[src/rtl/id_ex_pkg.sv]
// rtl/id_ex_pkg.sv - shared constants, field slices and state encoding for the ID/EX skid stage
package id_ex_pkg;

    localparam int RS_HI = 25;
    localparam int RS_LO = 21;
    localparam int RT_HI = 20;
    localparam int RT_LO = 16;
    localparam int RD_HI = 15;
    localparam int RD_LO = 11;
    localparam int REG_W = 5;

    localparam logic [31:0] NOP              = 32'h0000_0000;
    localparam logic [31:0] PC_RESET_DEFAULT = 32'h0000_3000;
    localparam int          PC_LINK_OFFSET   = 8;

    typedef enum logic [1:0] {
        EMPTY = 2'd0,
        ONE   = 2'd1,
        TWO   = 2'd2
    } state_t;

endpackage

[src/rtl/sat_counter.sv]
// rtl/sat_counter.sv - saturating event counter with synchronous clear
module sat_counter #(
    parameter int CNT_W = 16
) (
    input  logic             clk,
    input  logic             clr,
    input  logic             inc,
    output logic [CNT_W-1:0] count
);

    localparam logic [CNT_W-1:0] CNT_MAX = '1;

    always_ff @(posedge clk) begin
        if (clr) begin
            count <= '0;
        end else if (inc && (count != CNT_MAX)) begin
            count <= count + 1'b1;
        end
    end

endmodule

[src/rtl/id_ex_skid_stage.sv]
// rtl/id_ex_skid_stage.sv - elastic ID/EX pipeline register with 2-entry skid buffer and bubble statistics
module id_ex_skid_stage
    import id_ex_pkg::*;
#(
    parameter int                DATA_W   = 32,
    parameter logic [DATA_W-1:0] PC_RESET = DATA_W'(PC_RESET_DEFAULT),
    parameter int                CNT_W    = 16
) (
    input  logic              clk,
    input  logic              reset,
    input  logic              flush,
    input  logic              in_valid,
    output logic              in_ready,
    input  logic [DATA_W-1:0] instr_in,
    input  logic [DATA_W-1:0] pc_in,
    input  logic [DATA_W-1:0] rd1_in,
    input  logic [DATA_W-1:0] rd2_in,
    input  logic [DATA_W-1:0] ext_in,
    output logic              out_valid,
    input  logic              out_ready,
    output logic [DATA_W-1:0] instr_out,
    output logic [DATA_W-1:0] pc_out,
    output logic [DATA_W-1:0] pc8_out,
    output logic [DATA_W-1:0] rd1_out,
    output logic [DATA_W-1:0] rd2_out,
    output logic [DATA_W-1:0] ext_out,
    output logic [REG_W-1:0]  rs_out,
    output logic [REG_W-1:0]  rt_out,
    output logic [REG_W-1:0]  rd_out,
    output logic [CNT_W-1:0]  bubble_cnt
);

    localparam int PL_W = 5 * DATA_W;
    localparam logic [PL_W-1:0] BUBBLE = {DATA_W'(NOP), PC_RESET, {(3 * DATA_W){1'b0}}};

    state_t          state;
    logic [PL_W-1:0] main_pl;
    logic [PL_W-1:0] skid_pl;
    logic [PL_W-1:0] in_pl;
    logic [PL_W-1:0] head_pl;
    logic            in_fire;
    logic            out_fire;
    logic            bubble_inc;

    assign in_pl    = {instr_in, pc_in, rd1_in, rd2_in, ext_in};
    assign in_fire  = in_valid & in_ready;
    assign out_fire = out_valid & out_ready;

    // in_ready and out_valid are flops updated with the state, so ready never depends on out_ready
    always_ff @(posedge clk) begin
        if (reset || flush) begin
            state     <= EMPTY;
            out_valid <= 1'b0;
            in_ready  <= 1'b1;
            main_pl   <= BUBBLE;
            skid_pl   <= BUBBLE;
        end else begin
            case (state)
                EMPTY: begin
                    if (in_fire) begin
                        main_pl   <= in_pl;
                        state     <= ONE;
                        out_valid <= 1'b1;
                    end
                end
                ONE: begin
                    if (in_fire && out_fire) begin
                        main_pl <= in_pl;
                    end else if (out_fire) begin
                        state     <= EMPTY;
                        out_valid <= 1'b0;
                    end else if (in_fire) begin
                        skid_pl  <= in_pl;
                        state    <= TWO;
                        in_ready <= 1'b0;
                    end
                end
                TWO: begin
                    if (out_fire) begin
                        main_pl  <= skid_pl;
                        skid_pl  <= BUBBLE;
                        state    <= ONE;
                        in_ready <= 1'b1;
                    end
                end
                default: begin
                    state     <= EMPTY;
                    out_valid <= 1'b0;
                    in_ready  <= 1'b1;
                    main_pl   <= BUBBLE;
                    skid_pl   <= BUBBLE;
                end
            endcase
        end
    end

    // main may hold a stale payload after draining, so outputs are forced to bubble when empty
    assign head_pl = out_valid ? main_pl : BUBBLE;
    assign {instr_out, pc_out, rd1_out, rd2_out, ext_out} = head_pl;
    assign pc8_out = pc_out + DATA_W'(PC_LINK_OFFSET);
    assign rs_out  = instr_out[RS_HI:RS_LO];
    assign rt_out  = instr_out[RT_HI:RT_LO];
    assign rd_out  = instr_out[RD_HI:RD_LO];

    assign bubble_inc = ~out_valid;

    sat_counter #(
        .CNT_W(CNT_W)
    ) u_bubble_cnt (
        .clk  (clk),
        .clr  (reset),
        .inc  (bubble_inc),
        .count(bubble_cnt)
    );

endmodule

[config.mk]
export PLATFORM = sky130hd
export DESIGN_NAME = id_ex_skid_stage
export DESIGN_NICKNAME = d
export VERILOG_FILES = /design/src/rtl/id_ex_pkg.sv /design/src/rtl/sat_counter.sv /design/src/rtl/id_ex_skid_stage.sv
export SDC_FILE = /design/constraint.sdc
export NUM_CORES = 1
export LEC_CHECK = 0
export CAP_MARGIN = 25
export CORE_MARGIN = 2
export CORE_UTILIZATION = 50
export CTS_CLUSTER_SIZE = 8
export DETAILED_ROUTE_END_ITERATION = 8
export PLACE_DENSITY = 0.81
export REMOVE_ABC_BUFFERS = 1
export SLEW_MARGIN = 20
export SYNTH_ARGS = -nofsm -noshare
export SYNTH_HDL_FRONTEND = slang
export SYNTH_SLANG_ARGS = --single-unit
[constraint.sdc]
create_clock -name clk -period 4.3 [get_ports clk]
set_input_delay 1.29 -clock clk [delete_from_list [all_inputs] [get_ports clk]]
set_output_delay 1.29 -clock clk [all_outputs]
set_load 0.03 [all_outputs]
==> load_flow_metrics.sql, run 1 <==
INSERT INTO impl_metrics (metric_group, metric, value, unit) VALUES
('run_status', 'outcome', 'finished, final reports clean', ''),
('floorplanning', 'placeableCoreArea', '31500', 'um2'),
('critical_path', 'cp.arrival', '2.86', 'ns'),
('route', 'top_routing_layer_used', 'met5', ''),
('logic_synthesis', 'post_synth_main_area_contributors', 'dfxtp_1, nor2_1, a22oi_1', ''),
('route', 'via_per_inst', '5.53', ''),
('logic_synthesis', 'ys.warnings.count', '0', ''),
('logic_synthesis', 'async_flop_share', '0', '%'),
('logic_synthesis', 'post_synth.cell_area_avg', '7.35', 'um2'),
('sta', 'rsz_0062_raised_after_global_routing', 'false', ''),
('sta', 'final_hold_vio_count', '0', ''),
('logic_synthesis', 'synthesis.area', '16000', 'um2'),
('placed_design', 'hpwl', '29.8', 'mm'),
('cells_and_area', 'drive_above_1_share', '4.91', '%'),
('grt', 'grt_max_degree', '150', ''),
('job', 'drv.max_cap_violation_count', '0', ''),
('logic_synthesis', 'postSynthCellCount', '2171', ''),
('floorplanning', 'die_width', '183', 'um'),
('critical_path', 'r2r_start', 'out_valid', ''),
('hold_path', 'worst_hold_path_depth', '2', ''),
('route', 'detailroute.via_count', '15768', ''),
('route', 'remaining_routing_drc_violations', '0', ''),
('grt', 'overflow', '0', ''),
('sta', 'post-route-period-util', '96.5', '%'),
('floorplanning', 'floorplan.die.height', '183', 'um'),
('critical_path', 'timing.reg2reg.worst_path_depth', '7', ''),
('clock_tree', 'clk_path_buf_depth', '3', ''),
('hold_path', 'worst_hold_path.endpoint', 'main_pl[141]', ''),
('clock_tree', 'postCtsHoldBufs', '0', ''),
('critical_path', 'r2r_slack', '1.62', 'ns'),
('clock_tree', 'cts-root-buf', 'clkbuf_16', ''),
('sta', 'fin_worst_skew', '0.0118', 'ns'),
('cells_and_area', 'final_nets', '2609', ''),
('logic_synthesis', 'synth.ff_latch_count', '340', ''),
('logic_synthesis', 'yosysUniqueCellTypes', '53', ''),
('critical_path', 'worst_ep_required_time', '3.01', 'ns'),
('critical_path', 'path_max_fanout', '30', ''),
('sta', 'setup_total_neg_slack', '0', 'ns'),
('floorplanning', 'pin_count', '390', ''),
('route', 'dr.pass1.iters', '6', ''),
('cells_and_area', 'area_growth_syn_to_fin', '33.0', '%'),
('cells_and_area', 'most-common-layout-cells', 'nor2_1, clkdlybuf4s50_1, dfxtp_1, nand2_1, nor3_1', ''),
('clock_tree', 'htree_levels', '2', ''),
('route', 'drt.antenna.violating_nets', '0', ''),
('logic_synthesis', 'ys.flop_type', 'dfxtp_1', ''),
('critical_path', 'setup.worst_path.class', 'flip-flop to primary output', ''),
('placed_design', 'place_congestion', '0.872', ''),
('critical_path', 'cp-start-kind', 'flip-flop', ''),
('logic_synthesis', 'synth_sequential_area_ratio', '42.6', '%'),
('placed_design', 'port-buffer-count', '389', ''),
('sta', 'slew_violations', '0', ''),
('route', 'met2WireLength', '22.4', 'mm'),
('critical_path', 'worstSetupEndpointType', 'primary output', ''),
('logic_synthesis', 'post-synth-top-area-fraction', '42.6', '%'),
('sta', 'max_slew_margin', '38.5', '%'),
('grt', 'grt_first_pass_wirelength', '75.2', 'mm'),
('pwr', 'cellLeakagePower', '8.28', 'nW'),
('grt', 'global_route.usage.total', '27.3', '%'),
('pwr', 'p_per_area', '358', 'nW/um2'),
('route', 'drtIter0Drc', '1280', ''),
('floorplanning', 'core.rowCount', '65', ''),
('pwr', 'post-layout-total-power', '7.59', 'mW'),
('cells_and_area', 'finish.utilization', '67.5', '%'),
('logic_synthesis', 'top_cell_type_by_total_area_after_synthesis', 'dfxtp_1', ''),
('critical_path', 'worstReg2RegEnd', 'main_pl[84]', ''),
('sta', 'timing.fmax', '0.241', 'GHz'),
('grt', 'grt_antenna_before_repair', '4', ''),
('route', 'detail_route.wl_per_cell', '16.5', 'um'),
('floorplanning', 'floorplan.initialDensity', '50.7', '%'),
('cells_and_area', 'final_common_cell', 'nor2_1', ''),
('sta', 'transition_time_of_the_tightest_slew_check_pin', '0.923', 'ns');
==> metal layers <==
layer	GRT usage (%)	vias to the layer above
li1	-	7689
met1	33.3	7414
met2	46.1	563
met3	6.77	98
met4	10.9	4
met5	0	-
==> synth_stat cells (2+ instances only) <==
cell and count:
xor2_1 16, a22oi_1 158, nor3_1 165, mux2i_1 2
nor4b_1 4, buf_4 19, nand2_1 184, nand4_2 3
and3_1 4, ha_1 2, o21bai_1 2, or3_1 4
o211ai_1 2, buf_2 54, o21ai_0 6, nand2_4 2
clkbuf_1 124, nand3_1 21, o22ai_1 158, dfxtp_1 340
nor4_4 3, a31oi_1 2, nor2_1 508, buf_1 6
nand4_1 6, xnor2_1 21, nor4_1 3, nand2b_1 3
a21oi_1 8, and2_1 154, inv_1 164, nor2b_1 2
==> per-stage QoR <==
step           cells  cell area, um2  hold slack (ns)  worst slack, ns
2_1_floorplan   1967           15000            0.465            -9.56
3_3_place_gp    2790           19900            0.471            0.593
3_5_place_dp    2791           19900            0.480            0.552
4_1_cts         2845           21200            0.490           0.0355
5_1_grt         2851           21200            0.508          0.00578
6_report        2851           21200            0.486            0.151
==> critical path: stages, from the launching register on <==
cell and delay [ns]:
dfxtp_4 0.52, nand2_2 0.15, nor4_4 0.37, buf_4 0.18
nand2_4 0.07, nor3_1 0.20, xor2_1 0.16, clkdlybuf4s50_1 0.68
==> cell type report <==
cell class	instances	area, um2
clock buffers	51	1230
repair buffers	425	4350
flip-flops and latches	340	6820
clock inverters	3	47.5
multi-input cells	1463	7650
inverters	164	616
well taps	402	503
fillers	2536	10200
diodes	3	7.51
==> cells by family after synthesis <==
| kind of cell | after synthesis | synth area share, % |
|---|---|---|
| buffers and inverters | 368 | 9.57 |
| multiplexers | 3 | 0.196 |
| XOR/XNOR | 37 | 2.03 |
| AND/OR/NAND/NOR | 1076 | 30.6 |
| flip-flops | 340 | 42.6 |
| AO/OA/AOI/OAI | 345 | 14.8 |
| adder cells (fa/ha/maj) | 2 | 0.157 |
==> power breakdown <==
part	total [mW]	internal (mW)	switching, mW
clock network	3.34	2.05	1.29
logic	0.923	0.403	0.519
registers	3.33	3.25	0.0762
total	7.59	5.71	1.88
==> timing repair <==
item,4_1_cts,5_1_grt
pin swaps,0,1
gates resized for setup,1,4
buffers inserted,0,2
setup endpoints to repair,1,5
==> state kept, by name, summed over array words and instances, names as in the netlist <==
name	count
skid_pl	160
main_pl	160
out_valid	1
state	2
u_bubble_cnt.count	16
in_ready	1
==> worst max-delay path by stage <==
stage                         start            to  slack, ns
after floorplan            state[1]  skid_pl[108]      -9.56
after global placement    out_valid   pc8_out[30]       0.59
after detailed placement  out_valid   pc8_out[30]       0.55
after CTS                 out_valid   pc8_out[22]       0.04
after global routing      out_valid   pc8_out[26]      0.006
final                     out_valid   pc8_out[26]       0.15
Note: power is estimated with default switching activity, not from simulation.
==> inputs of run 2 (changes only) <==
CTS_CLUSTER_SIZE = 14   (was 8)
==> run 2 against run 1 <==
  * Register-to-register slack got worse by 0.04 ns
  * Die area unchanged
  * Critical path type unchanged
  * Clock power shrank 5%
  * First-iteration DRC count down 3.0%
  * Global-route usage shrank 0.37 points
  * Non-clock buffer count unchanged
  * Count of clock-buffer cells in the layout increased by 3
  * Critical path depth is the same
  * Largest power group is now sequential cells
==> load_flow_metrics.sql, run 2 (synthesis results as in run 1) <==
INSERT INTO impl_metrics (metric_group, metric, value, unit) VALUES
('cells_and_area', 'most-common-layout-cells', 'nor2_1, clkdlybuf4s50_1, dfxtp_1, nand2_1, nor3_1', ''),
('clock_tree', 'clk_transition_reported_paths', '0.06', 'ns'),
('pwr', 'cellLeakagePower', '8.22', 'nW'),
('cells_and_area', 'reg_top3', 'main_pl (160), skid_pl (160), u_bubble_cnt.count (16)', ''),
('hold_path', 'hold_removal_path_class', 'flip-flop to flip-flop', ''),
('route', 'via_per_inst', '5.52', ''),
('critical_path', 'worst_ep_required_time', '3.01', 'ns'),
('cells_and_area', 'final_area', '21200', 'um2'),
('clock_tree', 'clock_sink_count', '340', ''),
('critical_path', 'crit_chain', 'nand2_2 -> nor4_4 -> buf_4 -> nand2_4 -> nor3_1 -> xor2_1 -> clkdlybuf4s50_1', ''),
('cells_and_area', 'final_nets', '2598', ''),
('run_status', 'outcome', 'finished, final reports clean', ''),
('grt', 'grt_antenna_before_repair', '4', ''),
('cells_and_area', 'drive_above_1_share', '5.13', '%'),
('sta', 'setup_viol', '0', ''),
('clock_tree', 'postCtsHoldBufs', '0', ''),
('floorplanning', 'floorplan.die.height', '183', 'um'),
('job', 'drv.max_cap_violation_count', '0', ''),
('sta', 'fin_worst_skew', '0.0200', 'ns'),
('clock_tree', 'cts-root-buf', 'clkbuf_16', ''),
('floorplanning', 'placeableCoreArea', '31500', 'um2'),
('cells_and_area', 'area_growth_syn_to_fin', '32.6', '%'),
('sta', 'timing.fmax', '0.242', 'GHz'),
('clock_tree', 'insertion_delay', '0.52', 'ns'),
('critical_path', 'worstSetupEndpointType', 'primary output', ''),
('route', 'dr.pass1.iters', '5', ''),
('sta', 'final_hold_vio_count', '0', ''),
('grt', 'first_global_vias', '14700', ''),
('floorplanning', 'pin_count', '390', ''),
('pwr', 'p_per_area', '351', 'nW/um2'),
('clock_tree', 'htree_levels', '2', ''),
('floorplanning', 'die_width', '183', 'um'),
('route', 'detail_route.wl_per_cell', '16.3', 'um'),
('critical_path', 'slowest_stage_cell_crit_path', 'clkdlybuf4s50_1', ''),
('sta', 'transition_time_of_the_tightest_slew_check_pin', '0.930', 'ns'),
('critical_path', 'critPathBufInv', '2', ''),
('critical_path', 'critical-path-top-delay-family', 'buffers and inverters', ''),
('route', 'drt.antenna.violating_nets', '0', ''),
('route', 'drt-total-wl', '46.6', 'mm'),
('pwr', 'irDropWorstVdd', '0.277', 'mV'),
('critical_path', 'cp-start-kind', 'flip-flop', ''),
('critical_path', 'largest_stage_delay_worst_path', '0.68', 'ns'),
('sta', 'slew_violations', '0', ''),
('floorplanning', 'core.rowCount', '65', ''),
('placed_design', 'port-buffer-count', '389', ''),
('cells_and_area', 'final-instance-count-excl-fill', '2862', ''),
('grt', 'grt_first_pass_wirelength', '74.5', 'mm'),
('floorplanning', 'die_area', '33400', 'um2'),
('clock_tree', 'clk_path_buf_depth', '3', ''),
('placed_design', 'hpwl', '29.8', 'mm'),
('critical_path', 'setup.worst_path.class', 'flip-flop to primary output', ''),
('clock_tree', 'cts_buffers', '37', ''),
('grt', 'grt_max_degree', '150', ''),
('pwr', 'post-layout-total-power', '7.42', 'mW'),
('sta', 'max_slew_margin', '38.0', '%'),
('critical_path', 'cp.arrival', '2.84', 'ns'),
('placed_design', 'place_congestion', '0.872', ''),
('route', 'drtIter0Drc', '1242', ''),
('floorplanning', 'floorplan.initialDensity', '50.7', '%'),
('placed_design', 'placed_area', '19900', 'um2'),
('cells_and_area', 'finish.utilization', '67.3', '%'),
('sta', 'timing.final.crit_period', '4.13', 'ns'),
('route', 'remaining_routing_drc_violations', '0', ''),
('placed_design', 'post-place-cells', '2791', ''),
('sta', 'setup_total_neg_slack', '0', 'ns'),
('cells_and_area', 'final_common_cell', 'nor2_1', ''),
('grt', 'overflow', '0', ''),
('grt', 'global_route.usage.total', '26.9', '%'),
('clock_tree', 'tritoncts_clock_tree', 'built', ''),
('sta', 'post-route-period-util', '96.0', '%'),
('route', 'detailroute.via_count', '15785', ''),
('critical_path', 'path_max_fanout', '30', '');
## run 2: changes by cell type in the layout (fill, tap and decap cells not counted)
cell | before | now
clkinvlp_4 | 0 | 1
clkbuf_8 | 0 | 8
clkbuf_1 | 2 | 7
clkinv_2 | 0 | 6
clkbuf_16 | 49 | 39
dlymetal6s2s_1 | 3 | 1
clkdlybuf4s50_1 | 378 | 380
inv_6 | 2 | 1
bufinv_16 | 1 | 2
clkinv_4 | 0 | 1
## run 2: power breakdown
group | total (mW) | leakage, nW | internal [mW] | switching [mW]
sequential | 3.32 | 2.76 | 3.24 | 0.0764
combinational | 0.922 | 4.85 | 0.403 | 0.519
clock | 3.18 | 0.607 | 1.92 | 1.26
total | 7.42 | 8.22 | 5.56 | 1.86
## run 2: final timing paths
kind,from,endpoint,slack (ns),depth (start not counted)
hold reg to reg,u_bubble_cnt.count[15],u_bubble_cnt.count[15],0.49,1
setup / recovery,out_valid,pc8_out[26],0.17,7
setup reg to reg,out_valid,main_pl[14],1.58,7
hold / removal,u_bubble_cnt.count[15],u_bubble_cnt.count[15],0.49,1
## run 2: routing by layer
layer,up-vias,global-route usage [%],part of all wire [%]
met3,100,6.29,8.5
met4,2,10.6,3.2
met2,613,45.4,48
met5,-,0,0.026
li1,7683,-,-
met1,7387,33.2,41
## run 2: area by class of cell
type                       count  area, um2
tap                          402        503
clock inverter                11        115
sequential                   340       6820
antenna                        3       7.51
inverter                     164        616
fill                        2540      10300
multi-input combinational   1463       7650
timing repair buffer         425       4350
clock buffer                  54       1110
## run 2: per-stage QoR
step | worst slack, ns | hold slack (ns)
2_1_floorplan | -9.56 | 0.465
3_3_place_gp | 0.593 | 0.471
3_5_place_dp | 0.552 | 0.480
4_1_cts | 0.00304 | 0.491
5_1_grt | -0.00435 | 0.510
6_report | 0.174 | 0.487
## run 2: what timing repair did
action / 4_1_cts / 5_1_grt
gates resized for setup: 0 / 3
endpoints found under the setup margin: 0 / 4
buffers inserted: 0 / 2
==> inputs of run 3 (changes only) <==
--- a/config.mk
+++ b/config.mk
@@ -7,3 +7,2 @@
 export LEC_CHECK = 0
-export CAP_MARGIN = 25
 export CORE_MARGIN = 2
@@ -14,3 +13,3 @@
 export REMOVE_ABC_BUFFERS = 1
-export SLEW_MARGIN = 20
+export SLEW_MARGIN = 30
 export SYNTH_ARGS = -nofsm -noshare
--- a/constraint.sdc
+++ b/constraint.sdc
@@ -3,2 +3,2 @@
 set_output_delay 1.29 -clock clk [all_outputs]
-set_load 0.03 [all_outputs]
+set_load 0.05 [all_outputs]
==> run 3 against run 2 <==
  * Die area unchanged
  * Clock skew decreased by 0.0036 ns
  * Non-clock buffer count decreased by 10
  * Combinational power increased by 6.1%
  * First-iteration DRC count increased by 23%
  * Power increased by 0.25%
  * Sequential share of layout area about the same
  * Count of clock-buffer cells in the layout unchanged
  * Final cell count decreased by 0.42%
  * Flip-flop and latch count unchanged
==> load_flow_metrics.sql, run 3 (synthesis results as in run 1) <==
INSERT INTO impl_metrics (metric_group, metric, value, unit) VALUES
('grt', 'grt_first_pass_wirelength', '77.0', 'mm'),
('job', 'drv.max_cap_violation_count', '0', ''),
('route', 'drtIter0Drc', '1528', ''),
('hold_path', 'hold_path_startpoint', 'main_pl[141]', ''),
('clock_tree', 'htree_levels', '2', ''),
('grt', 'grt_antenna_before_repair', '2', ''),
('floorplanning', 'core.rowCount', '65', ''),
('pwr', 'seqPwrFrac', '44.5', '%'),
('pwr', 'cellLeakagePower', '8.19', 'nW'),
('critical_path', 'r2r_slack', '1.78', 'ns'),
('floorplanning', 'placeableCoreArea', '31500', 'um2'),
('sta', 'timing.fmax', '0.245', 'GHz'),
('cells_and_area', 'most-common-layout-cells', 'nor2_1, clkdlybuf4s50_1, dfxtp_1, nand2_1, nor3_1', ''),
('grt', 'first_global_vias', '15160', ''),
('cells_and_area', 'reg_top3', 'main_pl (160), skid_pl (160), u_bubble_cnt.count (16)', ''),
('placed_design', 'port-buffer-count', '389', ''),
('critical_path', 'slowest_stage_cell_crit_path', 'dfxtp_4', ''),
('critical_path', 'setup.worst_path.class', 'flip-flop to primary output', ''),
('floorplanning', 'floorplan.die.height', '183', 'um'),
('critical_path', 'critical-path-top-cell-by-count', 'nand4_2', ''),
('critical_path', 'worst_setup_path_startpoint', 'out_valid', ''),
('cells_and_area', 'drive_above_1_share', '5.19', '%'),
('sta', 'rsz_0062_raised_after_global_routing', 'false', ''),
('route', 'drt-total-wl', '48.1', 'mm'),
('sta', 'transition_time_of_the_tightest_slew_check_pin', '0.971', 'ns'),
('cells_and_area', 'final_nets', '2588', ''),
('clock_tree', 'tritoncts_clock_tree', 'built', ''),
('cells_and_area', 'area_growth_syn_to_fin', '32.5', '%'),
('critical_path', 'worstReg2RegEnd', 'main_pl[150]', ''),
('clock_tree', 'clk_path_buf_depth', '3', ''),
('critical_path', 'crit_chain', 'clkbuf_8 -> nand4_2 -> nor4_4 -> nand4_2 -> nor2_1 -> xor2_1 -> buf_12', ''),
('critical_path', 'cp-start-kind', 'flip-flop', ''),
('sta', 'holdWs', '0.489', 'ns'),
('run_status', 'outcome', 'finished, final reports clean', ''),
('critical_path', 'largest_stage_delay_worst_path', '0.41', 'ns'),
('cells_and_area', 'final_area', '21100', 'um2'),
('sta', 'slew_violations', '0', ''),
('critical_path', 'r2r_start', 'out_valid', ''),
('clock_tree', 'clk_transition_reported_paths', '0.06', 'ns'),
('clock_tree', 'cts-root-buf', 'clkbuf_16', ''),
('route', 'remaining_routing_drc_violations', '0', ''),
('route', 'via_per_inst', '5.59', ''),
('floorplanning', 'die_area', '33400', 'um2'),
('pwr', 'p_per_area', '352', 'nW/um2'),
('pwr', 'switching_share', '25.7', '%'),
('critical_path', 'setup.worst_path.end', 'pc8_out[27]', ''),
('route', 'detailroute.via_count', '15944', ''),
('sta', 'timing.final.crit_period', '4.08', 'ns'),
('sta', 'setup_viol', '0', ''),
('clock_tree', 'insertion_delay', '0.51', 'ns'),
('critical_path', 'worst_ep_required_time', '3.01', 'ns'),
('sta', 'post-route-period-util', '94.9', '%'),
('grt', 'global_route.usage.total', '27.8', '%'),
('route', 'drt.antenna.violating_nets', '0', ''),
('critical_path', 'cp.arrival', '2.79', 'ns'),
('route', 'detail_route.wl_per_cell', '16.9', 'um'),
('critical_path', 'worstSetupEndpointType', 'primary output', ''),
('clock_tree', 'clock_sink_count', '340', ''),
('critical_path', 'timing.reg2reg.worst_path_depth', '7', ''),
('grt', 'overflow', '0', ''),
('clock_tree', 'cts_buffers', '37', ''),
('cells_and_area', 'final_common_cell', 'nor2_1', ''),
('sta', 'max_slew_margin', '35.3', '%'),
('sta', 'final_hold_vio_count', '0', ''),
('route', 'dr.pass1.iters', '7', ''),
('pwr', 'internal_power', '5.53', 'mW'),
('sta', 'fin_worst_skew', '0.0164', 'ns'),
('floorplanning', 'floorplan.initialDensity', '50.7', '%'),
('clock_tree', 'postCtsHoldBufs', '0', ''),
('floorplanning', 'die_width', '183', 'um'),
('pwr', 'power.switching', '1.91', 'mW'),
('placed_design', 'hpwl', '29.8', 'mm'),
('critical_path', 'path_max_fanout', '63', ''),
('hold_path', 'hold_removal_path_class', 'flip-flop to flip-flop', ''),
('placed_design', 'placed_area', '19900', 'um2'),
('grt', 'grt_max_degree', '167', ''),
('pwr', 'pwr-share-comb', '13.1', '%'),
('floorplanning', 'pin_count', '390', ''),
('clock_tree', 'cts_setup_buffers', '0', ''),
('pwr', 'irDropWorstVdd', '0.268', 'mV'),
('pwr', 'clock_power_share', '42.4', '%'),
('placed_design', 'place_congestion', '0.864', '');
run 3: cell types whose count changed in the layout (fill, tap and decap cells not counted), moves of 2 or more:
cell	change
clkdlybuf4s50_1	-11
buf_6	-2
clkbuf_8	+4
clkbuf_16	-2
clkinvlp_4	+2
buf_4	-5
buf_12	+9
clkinv_2	-2
run 3: timing repair:
action | CTS | global route
endpoints found under the setup margin | 1 | 2
resized for setup | 1 | 2
hold endpoints to repair | 0 | 0
run 3: worst min-delay path by stage:
stage / endpoint / slack (ns) / cells after the start
global placement: u_bubble_cnt.count[15] / 0.47 / 1
global route: u_bubble_cnt.count[15] / 0.51 / 1
CTS: main_pl[141] / 0.49 / 2
floorplan: skid_pl[159] / 0.47 / 2
finish: main_pl[141] / 0.49 / 2
detailed placement: u_bubble_cnt.count[15] / 0.48 / 1
run 3: power by group through the flow:
| stage | registers, mW | logic (mW) | clock network, mW |
|---|---|---|---|
| after CTS | 3.31 | 0.973 | 3.19 |
| final | 3.31 | 0.978 | 3.15 |
| after floorplan | 3.40 | 0.550 | 0 |
| after detailed placement | 3.38 | 0.967 | 0 |
| after global routing | 3.32 | 1.06 | 3.33 |
| after global placement | 3.37 | 0.944 | 0 |
run 3: final cells by class:
type / count / area, um2
diodes: 2 / 5.00
multi-input cells: 1463 / 7650
clock inverters: 10 / 109
repair buffers: 415 / 4340
well taps: 402 / 503
flip-flops and latches: 340 / 6820
fillers: 2529 / 10300
clock buffers: 54 / 1100
inverters: 164 / 616
run 3: critical path, delay by kind of cell, from the launching register on:
family | cells | cell delay (ns)
flip-flops | 1 | 0.41
XOR/XNOR | 1 | 0.26
AND/OR/NAND/NOR | 4 | 1.07
buffers and inverters | 2 | 0.53
run 3: routing by layer:
layer	wire length (um)	track usage, %
met1	19200	34.8
met3	4130	6.23
met2	22900	46.8
met5	0	0
met4	1790	10.8
run 3: through the flow:
step	setup WS [ns]	util (%)	std cells	power (mW)	setup TNS (ns)
finish	0.221	67.2	2850	7.44	0
global route	0.0262	67.2	2850	7.71	0
CTS	0.113	67.1	2847	7.48	0
detailed placement	0.524	63.2	2783	4.35	0
global placement	0.577	63.2	2783	4.32	0
floorplan	-9.56	-	1967	3.95	-2749.23
